===== src/rtl/mem_stage.sv =====
// ---------------------------------------------------------------------------
// mem_stage -- MEM pipeline stage of the five-stage MIPS core (between EXE/WB)
//
// Latches the EXE result bus, waits for the data-SRAM response of loads and
// stores issued in EXE, aligns load data (sign/zero extension, LWL/LWR merge)
// and produces the MEM->WB bus with per-byte register-file write strobes.
// Also drives a forward/block bus back to ID.
//
// Ports:
//   clk, resetn        clock, synchronous active-low reset
//   ws_allowin         WB can accept this cycle
//   ms_allowin         MEM can accept this cycle
//   es_to_ms_valid     EXE offers an instruction
//   es_to_ms_bus       {mem_req, ld_type[2:0], gr_we, dest[4:0], rt_value,
//                       alu_result, pc}
//   ms_to_ws_valid     MEM offers an instruction to WB
//   ms_to_ws_bus       {rf_we[3:0], gr_we, dest[4:0], final_result, pc}
//   ms_to_ds_bus       {fwd_valid, fwd_blk, dest[4:0], result}
//   data_sram_data_ok  response for the oldest outstanding request
//   data_sram_rdata    load data, valid with data_ok
// ---------------------------------------------------------------------------
module mem_stage #(
    parameter int ES_TO_MS_BUS_WD = 106,
    parameter int MS_TO_WS_BUS_WD = 74,
    parameter int MS_TO_DS_BUS_WD = 39
) (
    input  logic                       clk,
    input  logic                       resetn,
    input  logic                       ws_allowin,
    output logic                       ms_allowin,
    input  logic                       es_to_ms_valid,
    input  logic [ES_TO_MS_BUS_WD-1:0] es_to_ms_bus,
    output logic                       ms_to_ws_valid,
    output logic [MS_TO_WS_BUS_WD-1:0] ms_to_ws_bus,
    output logic [MS_TO_DS_BUS_WD-1:0] ms_to_ds_bus,
    input  logic                       data_sram_data_ok,
    input  logic [31:0]                data_sram_rdata
);

    typedef enum logic [1:0] {
        S_EMPTY = 2'd0,
        S_WAIT  = 2'd1,
        S_READY = 2'd2
    } state_t;

    localparam logic [2:0] LD_NONE = 3'd0;
    localparam logic [2:0] LD_LB   = 3'd1;
    localparam logic [2:0] LD_LBU  = 3'd2;
    localparam logic [2:0] LD_LH   = 3'd3;
    localparam logic [2:0] LD_LHU  = 3'd4;
    localparam logic [2:0] LD_LW   = 3'd5;
    localparam logic [2:0] LD_LWL  = 3'd6;
    localparam logic [2:0] LD_LWR  = 3'd7;

    state_t                     state;
    state_t                     state_next;
    logic [ES_TO_MS_BUS_WD-1:0] bus_r;
    logic [31:0]                data_buf;

    logic        ms_valid;
    logic        ms_ready_go;
    logic        accept;
    logic        capture;

    logic        mem_req;
    logic [2:0]  ld_type;
    logic        gr_we;
    logic [4:0]  dest;
    logic [31:0] rt_value;
    logic [31:0] alu_result;
    logic [31:0] pc;
    logic [1:0]  addr_lo;

    logic [7:0]  byte_sel;
    logic [15:0] half_sel;
    logic [31:0] final_result;
    logic [3:0]  rf_we;
    logic        fwd_valid;
    logic        fwd_blk;

    assign {mem_req, ld_type, gr_we, dest, rt_value, alu_result, pc} = bus_r;
    assign addr_lo = alu_result[1:0];

    // The stage holds an instruction exactly when it is not EMPTY.
    assign ms_valid    = (state != S_EMPTY);
    assign ms_ready_go = (state == S_READY);
    assign ms_allowin  = !ms_valid || (ms_ready_go && ws_allowin);
    assign accept      = es_to_ms_valid && ms_allowin;
    // Only a response in WAIT belongs to us; data_ok elsewhere is ignored.
    assign capture     = (state == S_WAIT) && data_sram_data_ok;

    // ---------------- state register ----------------
    // NOTE: sequential state uses non-blocking (<=) so every flop samples the
    // pre-edge values; reset is synchronous, tested inside the clocked block.
    always_ff @(posedge clk) begin
        if (!resetn) begin
            state <= S_EMPTY;
        end else begin
            state <= state_next;
        end
    end

    // NOTE: the bus register and data buffer carry no reset -- every consumer
    // is qualified by ms_valid / state, so their contents after reset are
    // irrelevant and resetting them would only add fan-out on resetn.
    always_ff @(posedge clk) begin
        if (accept) begin
            bus_r <= es_to_ms_bus;
        end
        if (capture) begin
            data_buf <= data_sram_rdata;
        end
    end

    // ---------------- next-state logic ----------------
    // NOTE: every always_comb output gets a default first, so no path can
    // leave it unassigned and infer a latch.
    always_comb begin
        state_next = state;
        unique case (state)
            S_EMPTY: begin
                if (accept) begin
                    state_next = es_to_ms_bus[105] ? S_WAIT : S_READY;
                end
            end
            S_WAIT: begin
                if (data_sram_data_ok) begin
                    state_next = S_READY;
                end
            end
            S_READY: begin
                if (ws_allowin) begin
                    if (accept) begin
                        state_next = es_to_ms_bus[105] ? S_WAIT : S_READY;
                    end else begin
                        state_next = S_EMPTY;
                    end
                end
            end
            default: state_next = S_EMPTY;
        endcase
    end

    // ---------------- output / datapath logic ----------------
    always_comb begin
        byte_sel = data_buf[7:0];
        unique case (addr_lo)
            2'd0: byte_sel = data_buf[7:0];
            2'd1: byte_sel = data_buf[15:8];
            2'd2: byte_sel = data_buf[23:16];
            2'd3: byte_sel = data_buf[31:24];
            default: byte_sel = data_buf[7:0];
        endcase
        half_sel = addr_lo[1] ? data_buf[31:16] : data_buf[15:0];

        final_result = alu_result;
        rf_we        = 4'b1111;
        unique case (ld_type)
            LD_NONE: final_result = alu_result;
            LD_LB:   final_result = {{24{byte_sel[7]}}, byte_sel};
            LD_LBU:  final_result = {24'd0, byte_sel};
            LD_LH:   final_result = {{16{half_sel[15]}}, half_sel};
            LD_LHU:  final_result = {16'd0, half_sel};
            LD_LW:   final_result = data_buf;
            // LWL fills the upper bytes from memory, keeping rt's low bytes.
            LD_LWL: begin
                unique case (addr_lo)
                    2'd0: begin final_result = {data_buf[7:0],  rt_value[23:0]}; rf_we = 4'b1000; end
                    2'd1: begin final_result = {data_buf[15:0], rt_value[15:0]}; rf_we = 4'b1100; end
                    2'd2: begin final_result = {data_buf[23:0], rt_value[7:0]};  rf_we = 4'b1110; end
                    default: begin final_result = data_buf;                      rf_we = 4'b1111; end
                endcase
            end
            // LWR fills the lower bytes from memory, keeping rt's high bytes.
            LD_LWR: begin
                unique case (addr_lo)
                    2'd0: begin final_result = data_buf;                          rf_we = 4'b1111; end
                    2'd1: begin final_result = {rt_value[31:24], data_buf[31:8]};  rf_we = 4'b0111; end
                    2'd2: begin final_result = {rt_value[31:16], data_buf[31:16]}; rf_we = 4'b0011; end
                    default: begin final_result = {rt_value[31:8], data_buf[31:24]}; rf_we = 4'b0001; end
                endcase
            end
            default: final_result = alu_result;
        endcase
    end

    // A load still waiting for its data cannot forward; ID must stall on it.
    assign fwd_valid = ms_valid && gr_we && (dest != 5'd0);
    assign fwd_blk   = fwd_valid && (ld_type != LD_NONE) && (state == S_WAIT);

    assign ms_to_ws_valid = ms_valid && ms_ready_go;
    assign ms_to_ws_bus   = {rf_we, gr_we, dest, final_result, pc};
    assign ms_to_ds_bus   = {fwd_valid, fwd_blk, dest, final_result};

endmodule

===== config.mk =====
export PLATFORM = sky130hd
export DESIGN_NAME = mem_stage
export DESIGN_NICKNAME = d
export VERILOG_FILES = /design/src/rtl/mem_stage.sv
export SDC_FILE = /design/constraint.sdc
export NUM_CORES = 1
export LEC_CHECK = 0
export CAP_MARGIN = 0
export CORE_MARGIN = 2
export CORE_UTILIZATION = 49
export DETAILED_ROUTE_END_ITERATION = 12
export PLACE_DENSITY = 0.95
export SETUP_SLACK_MARGIN = 0.2
export SYNTH_ARGS = -nofsm -noshare
export SYNTH_HDL_FRONTEND = slang
export SYNTH_SLANG_ARGS = --single-unit

===== constraint.sdc =====
create_clock -name clk -period 20.4 [get_ports clk]
set_input_delay 4.08 -clock clk [delete_from_list [all_inputs] [get_ports clk]]
set_output_delay 4.08 -clock clk [all_outputs]
set_load 0.02 [all_outputs]

==> results by group, run 1 <==
Place
  – HPWL after detailed placement: 15300 um
  – Final estimated routing congestion in global placement: 0.962
  – Count of buffers inserted at the top-level ports: 257

Final layout
  – Fraction of final layout cells with drive strength greater than 1: 0.0819
  – N_diodes: 0
  – Count of nets after finishing: 875
  – Area growth from synthesis to layout: 36.7%
  – Total area of multi-input combinational cells: 2160 um^2
  – Number of filler instances in the final layout: 939
  – Sequential cell area: 4150 um^2

Synthesis
  – Dominant cells by area after synthesis: sky130_fd_sc_hd__edfxtp_1 58%, sky130_fd_sc_hd__buf_4 8.5%, sky130_fd_sc_hd__mux2i_1 4.6%
  – Combined area of all synthesized cells: 7140 um^2
  – Fraction of synthesis flops using an asynchronous set or reset pin: 0
  – Number of enable flip-flop cells after synthesis: 137
  – Number of synthesized register bits: 139
  – Synth Warn #: 0
  – Gate Count Post-Synth: 559
  – Synthesized area per cell: 12.8 um^2
  – Cell type with the largest total area after synthesis: sky130_fd_sc_hd__edfxtp_1
  – Proportion of synthesized chip area in sequential cells: 0.582
  – Share of Yosys cell area claimed by the top area cell type: 0.577
  – Cell variety after synth: 65
  – Most frequently used flop master after synthesis: sky130_fd_sc_hd__edfxtp_1
  – Net count of the mapped netlist: 702

Pwr
  – Clock network fraction of total power: 0.362
  – Design Power: 822 uW
  – Largest voltage drop on the vdd net: 0.0000648 V
  – Switching share of total power: 0.269
  – Fraction of power consumed by sequential logic: 0.418
  – Internal power: 601 uW
  – Pwr Density: 84.3 nW/um^2
  – Combinational share of power: 0.219
  – NetSw: 221 uW
  – Leakage Power: 3.44 nW

Worst setup path
  – Worst EP required: 16.32 ns
  – Cell repeated most along the worst path: sky130_fd_sc_hd__clkdlybuf4s50_1
  – Critical path startpoint category: primary input
  – Number of buffer and inverter instances along the worst setup path: 2
  – CP Class: primary input to primary output
  – Category of the worst setup path capture point: primary output
  – Cell Chain, Critical Path: clkdlybuf4s50_1 > nor2b_1 > nor2_1 > clkdlybuf4s50_1
  – Top delay family on crit path: buffers and inverters
  – Slowest cell on the critical path: sky130_fd_sc_hd__clkdlybuf4s50_1
  – Worst endpoint data arrival time: 5.44 ns
  – Worst path max stage delay: 0.64 ns
  – CP Max Fanout: 3

Global route
  – Largest net degree at the start of global routing: 75
  – First-pass GRT wire length: 33200 um
  – Global route total overflow: 0
  – Antenna violations before repair: 0
  – Vias in the first global route: 5568
  – GRT Total Usage: 0.284

Hold path
  – Worst min-delay path class: register to register

STA
  – Final worst path period share: 0.467
  – Final-report setup violation count: 0
  – Final Hold Violating Endpoints: 0
  – Post-route minimum period: 9.52 ns
  – Max-slew violation count: 0
  – Skew final: 0.00736 ns
  – Highest clock frequency the design can meet: 105 MHz
  – RSZ-0062 raised after global routing: no
  – Slew at the pin with the worst max-slew slack: 1.17 ns
  – Relative slew margins: 0.215
  – Summed negative setup slack over all endpoints: 0 ns

Route
  – Detailed Route Iter0 Violations: 703
  – Average detailed-routed wire length per instance: 23.9 um
  – Top routing layer used: met4
  – Post-detailed-routing wire length: 22200 um
  – Wire length on met2: 11500 um
  – Via/cell ratio: 5.99
  – DRT antenna net count: 0
  – Residual DRC count: 0
  – Routed length on met1: 7690 um
  – Total number of vias: 5563
  – TritonRoute pass-1 iters: 6
  – Routed met3 length: 2190 um

Clocking
  – Cts bufs inserted: 17
  – Max Buffers Root-to-Sink: 2
  – Worst-Skew Late Latency: 0.42 ns
  – Count of H-tree levels built during CTS: 4
  – Number of gates resized after CTS: 0
  – Hold Buf Count CTS: 0
  – Clk Tree Root Cell: sky130_fd_sc_hd__clkbuf_16
  – Register clock-pin slew on the reported worst setup and hold paths: 0.06 ns
  – TritonCTS clock tree: yes
  – Setup Fix Bufs, Post-CTS: 0
  – Total number of clock tree sinks: 139

Floorplanning
  – Ports placed on the boundary: 258
  – Floorplan die height: 125 um
  – Starting utilization of the core area: 0.497
  – Die footprint: 15500 um^2
  – Horizontal die dimension: 125 um
  – Std-Cell Core Area: 14400 um^2
  – Standard-cell row count: 44

Outcome
  – Result of the run: complete, no violations

Run
  – Number of max-cap violations: 0
==> cell usage after synthesis (3+ instances only) <==
library cell,n
sky130_fd_sc_hd__a21oi_1,24
sky130_fd_sc_hd__a221oi_1,7
sky130_fd_sc_hd__a222oi_1,12
sky130_fd_sc_hd__a22o_1,5
sky130_fd_sc_hd__a2bb2oi_1,4
sky130_fd_sc_hd__a31oi_1,11
sky130_fd_sc_hd__a41oi_1,3
sky130_fd_sc_hd__and2_1,3
sky130_fd_sc_hd__and3_1,7
sky130_fd_sc_hd__buf_2,13
sky130_fd_sc_hd__buf_4,81
sky130_fd_sc_hd__buf_6,8
sky130_fd_sc_hd__clkbuf_1,5
sky130_fd_sc_hd__edfxtp_1,137
sky130_fd_sc_hd__inv_1,6
sky130_fd_sc_hd__mux2_2,13
sky130_fd_sc_hd__mux2i_1,33
sky130_fd_sc_hd__nand2_1,19
sky130_fd_sc_hd__nand2b_1,8
sky130_fd_sc_hd__nand3_1,6
sky130_fd_sc_hd__nor2_1,44
sky130_fd_sc_hd__nor2b_1,8
sky130_fd_sc_hd__nor3_1,7
sky130_fd_sc_hd__nor3b_1,6
sky130_fd_sc_hd__o211ai_1,7
sky130_fd_sc_hd__o21ai_0,15
sky130_fd_sc_hd__o221ai_1,9
sky130_fd_sc_hd__o2bb2ai_1,3
sky130_fd_sc_hd__or2_2,4
sky130_fd_sc_hd__or3_1,3
==> cell type report <==
cell class / count / share of cell area
clock inverters: 11 / 0.0123
repair buffers: 264 / 0.269
multi-input cells: 303 / 0.221
flip-flops and latches: 139 / 0.426
well taps: 184 / 0.0236
inverters: 7 / 0.00269
clock buffers: 21 / 0.0452
==> flip-flops by register name, indices dropped and copies added (netlist names) <==
register,cells
bus_r,105
state,2
data_buf,32
==> per-stage QoR <==
step	hold WS [ns]	worst slack, ns	area [um^2]	cells	utilization
finish	0.683	10.88	9750	929	0.679
global route	0.735	10.82	9750	929	0.679
CTS	0.677	10.88	9750	929	0.679
detailed placement	0.626	10.89	9190	897	0.640
global placement	0.593	10.95	9190	897	0.640
floorplan	0.554	7.86	7140	559	-
==> worst paths after layout <==
check                   from          to  slack, ns  cells past startpoint
setup reg to reg    state[1]    state[0]      18.46                      5
hold / removal      state[0]    state[1]       0.68                      2
setup / recovery  ws_allowin  ms_allowin      10.88                      4
hold reg to reg     state[0]    state[1]       0.68                      2
==> routing by layer <==
layer  vias up  global-route usage
li1       2424                   -
met2       407               0.498
met5         -                   0
met4         0               0.126
met3        55              0.0812
met1      2677               0.321
==> cells by family (layout without fill, tap and decap cells) <==
logic type	after synthesis	count (layout)	share of synthesized area
AOI/OAI and AO/OA	122	122	0.127
muxes	50	50	0.0805
buffers and inverters	117	303	0.116
DFF	139	139	0.582
and+or+nand+nor	130	130	0.0931
xor gates and xnor gates	1	1	0.00123
==> power groups by stage <==
stage	clock, mW	sequential [mW]	combinational, mW
floorplan	0	0.348	0.109
global placement	0	0.348	0.174
global route	0.312	0.345	0.188
finish	0.298	0.344	0.180
CTS	0.300	0.344	0.179
detailed placement	0	0.349	0.178
==> tightest hold or removal path: cells and delay by family, from the launching register on <==
family | cells | cell delay [ns]
AO/OA/AOI/OAI | 1 | 0.11
AND/OR/NAND/NOR | 1 | 0.16
flip-flops | 1 | 0.39
==> placed cells by master (no fill, tap or decap), types with 5 or more instances in the layout <==
cell and n:
sky130_fd_sc_hd__a21oi_1 24, sky130_fd_sc_hd__a221oi_1 7, sky130_fd_sc_hd__a222oi_1 12, sky130_fd_sc_hd__a22o_1 5
sky130_fd_sc_hd__a31oi_1 11, sky130_fd_sc_hd__and3_1 7, sky130_fd_sc_hd__buf_4 7, sky130_fd_sc_hd__clkbuf_16 17
sky130_fd_sc_hd__clkdlybuf4s50_1 257, sky130_fd_sc_hd__edfxtp_1 137, sky130_fd_sc_hd__inv_1 6, sky130_fd_sc_hd__mux2_2 13
sky130_fd_sc_hd__mux2i_1 33, sky130_fd_sc_hd__nand2_1 19, sky130_fd_sc_hd__nand2b_1 8, sky130_fd_sc_hd__nand3_1 6
sky130_fd_sc_hd__nor2_1 43, sky130_fd_sc_hd__nor2b_1 8, sky130_fd_sc_hd__nor3_1 7, sky130_fd_sc_hd__nor3b_1 5
sky130_fd_sc_hd__o211ai_1 7, sky130_fd_sc_hd__o21ai_0 15, sky130_fd_sc_hd__o221ai_1 9
No activity file was read; power rests on OpenSTA's default activity.
==> run 2, diff against run 1 <==
--- a/config.mk
+++ b/config.mk
@@ -7,9 +7,9 @@
 export LEC_CHECK = 0
 export CAP_MARGIN = 0
 export CORE_MARGIN = 2
-export CORE_UTILIZATION = 49
+export CORE_UTILIZATION = 45
 export DETAILED_ROUTE_END_ITERATION = 12
-export PLACE_DENSITY = 0.95
+export PLACE_DENSITY = 0.93
 export SETUP_SLACK_MARGIN = 0.2
 export SYNTH_ARGS = -nofsm -noshare
 export SYNTH_HDL_FRONTEND = slang
==> constraint.sdc (replaced) <==
create_clock -name clk -period 9.22 [get_ports clk]
set_input_delay 1.844 -clock clk [delete_from_list [all_inputs] [get_ports clk]]
set_output_delay 1.844 -clock clk [all_outputs]
set_load 0.02 [all_outputs]
==> results by group, run 2 (synthesized netlist as in run 1, its figures left out) <==
Outcome
  – Result of the run: complete, no violations

Floorplanning
  – Floorplan die height: 130 um
  – Starting utilization of the core area: 0.454
  – Die footprint: 16900 um^2
  – Horizontal die dimension: 130 um
  – Std-Cell Core Area: 15700 um^2
  – Ports placed on the boundary: 258
  – Standard-cell row count: 46

STA
  – Slew at the pin with the worst max-slew slack: 1.24 ns
  – Fin worst setup slack: 2.87 ns
  – Relative slew margins: 0.172
  – RSZ-0062 raised after global routing: no
  – Post-route minimum period: 6.35 ns
  – Max-slew violation count: 0
  – WHS: 0.650 ns
  – Summed negative setup slack over all endpoints: 0 ns
  – Skew final: 0.00731 ns
  – Final worst path period share: 0.689
  – Final Hold Violating Endpoints: 0
  – Final-report setup violation count: 0
  – Highest clock frequency the design can meet: 157 MHz

Worst setup path
  – Setup slack of the most critical reg-to-reg path: 7.31 ns
  – Critical path startpoint category: register
  – Worst endpoint data arrival time: 4.51 ns
  – Startpoint of the most critical register-to-register path: state[0]
  – Number of buffer and inverter instances along the worst setup path: 2
  – CP Class: register to primary output
  – Cell count of the worst reg-to-reg path: 3
  – Worst path max stage delay: 1.04 ns
  – CP Max Fanout: 31
  – Worst EP required: 7.38 ns
  – Levels on crit path: 5
  – Cell Chain, Critical Path: clkinv_1 > nand2_1 > o211a_1 > a31oi_1 > clkdlybuf4s50_1
  – Top delay family on crit path: buffers and inverters
  – End of the worst register-to-register path: data_buf[13]
  – Slowest cell on the critical path: sky130_fd_sc_hd__nand2_1
  – Category of the worst setup path capture point: primary output
  – First element of the critical path: bus_r[102]

Global route
  – Global route total overflow: 0
  – Vias in the first global route: 5312
  – Largest net degree at the start of global routing: 75
  – First-pass GRT wire length: 30500 um
  – Antenna violations before repair: 0
  – GRT Total Usage: 0.247

Clocking
  – Count of H-tree levels built during CTS: 4
  – Setup Fix Bufs, Post-CTS: 0
  – Register clock-pin slew on the reported worst setup and hold paths: 0.06 ns
  – Number of gates resized after CTS: 0
  – Max Buffers Root-to-Sink: 2
  – Worst-Skew Late Latency: 0.43 ns
  – Cts bufs inserted: 17
  – Total number of clock tree sinks: 139
  – TritonCTS clock tree: yes
  – Hold Buf Count CTS: 0
  – Clk Tree Root Cell: sky130_fd_sc_hd__clkbuf_16

Final layout
  – Finished Layout Cells: 960
  – Sequential cell area: 4150 um^2
  – Final Util: 0.623
  – Register with the most flip-flops: bus_r
  – Fraction of final layout cells with drive strength greater than 1: 0.0887
  – Flip-flop count of the largest register, all copies and words added: 105
  – Count of nets after finishing: 874
  – N_diodes: 0
  – Commonest non-fill, non-tap cells in the layout: 257 x sky130_fd_sc_hd__clkdlybuf4s50_1, 137 x sky130_fd_sc_hd__edfxtp_1, 43 x sky130_fd_sc_hd__nor2_1
  – Registers with the most flip-flops: bus_r x105, data_buf x32, state x2
  – Number of filler instances in the final layout: 1197
  – Area growth from synthesis to layout: 37.2%
  – Final instance area: 9790 um^2
  – Total area of multi-input combinational cells: 2160 um^2
  – Most common cell after layout, fill and taps aside: sky130_fd_sc_hd__clkdlybuf4s50_1

Route
  – DRT antenna net count: 0
  – Average detailed-routed wire length per instance: 22.0 um
  – Total number of vias: 5419
  – Residual DRC count: 0
  – Via/cell ratio: 5.64
  – Post-detailed-routing wire length: 21100 um
  – Detailed Route Iter0 Violations: 607
  – TritonRoute pass-1 iters: 6

Pwr
  – Leakage Power: 3.44 nW
  – Design Power: 1.79 mW
  – Internal power: 1.29 mW
  – Largest voltage drop on the vdd net: 0.000159 V
  – Fraction of power consumed by sequential logic: 0.423
  – Switching share of total power: 0.283
  – Combinational share of power: 0.219
  – Clock network fraction of total power: 0.357
  – NetSw: 509 uW
  – Pwr Density: 183 nW/um^2

Place
  – Final estimated routing congestion in global placement: 0.926
  – HPWL after detailed placement: 15100 um
  – Placed cells: 928
  – Count of buffers inserted at the top-level ports: 257
  – Pre-CTS setup slack: 3.40 ns
  – Area after detailed placement: 9230 um^2

Hold path
  – Worst min-delay path class: register to register
  – Terminating pin of the worst hold path: state[1]
  – Worst hold path stage count: 2
  – Min-delay src: state[0]

Run
  – Number of max-cap violations: 0
-- run 2: worst reg2reg max path: stages, from the launching register on --
cell and delay [ns]:
sky130_fd_sc_hd__dfxtp_1 0.46, sky130_fd_sc_hd__nand2b_1 0.15, sky130_fd_sc_hd__nor2_2 0.48, sky130_fd_sc_hd__buf_4 0.47
-- run 2: layer usage --
| layer | global-route usage | part of all wire | up-vias |
|---|---|---|---|
| met1 | 0.283 | 0.35 | 2591 |
| met5 | 0 | 0 | - |
| met4 | 0.0999 | 0.028 | 0 |
| li1 | - | - | 2421 |
| met3 | 0.100 | 0.12 | 39 |
| met2 | 0.415 | 0.50 | 368 |
-- run 2: area by class of cell --
type	count	share of cell area
clock buffer	17	0.0435
inverter	7	0.00268
clock inverter	15	0.0134
timing repair buffer	263	0.267
tap	216	0.0276
sequential	139	0.424
multi-input combinational	303	0.221
-- run 2: worst max-delay path by stage --
| stage | end | slack, ns |
|---|---|---|
| after detailed placement | ms_to_ds_bus[18] | 3.40 |
| after CTS | ms_to_ds_bus[18] | 2.92 |
| after floorplan | state[0] | 2.70 |
| after global routing | ms_to_ds_bus[28] | 2.59 |
| after global placement | ms_to_ws_bus[54] | 3.57 |
| final | ms_to_ds_bus[18] | 2.87 |
-- run 2: power by group through the flow --
stage	registers, mW	clock network, mW	logic, mW
after floorplan	0.766	0	0.241
after global placement	0.770	0	0.384
after detailed placement	0.772	0	0.391
after CTS	0.759	0.649	0.393
after global routing	0.762	0.677	0.415
final	0.759	0.641	0.394
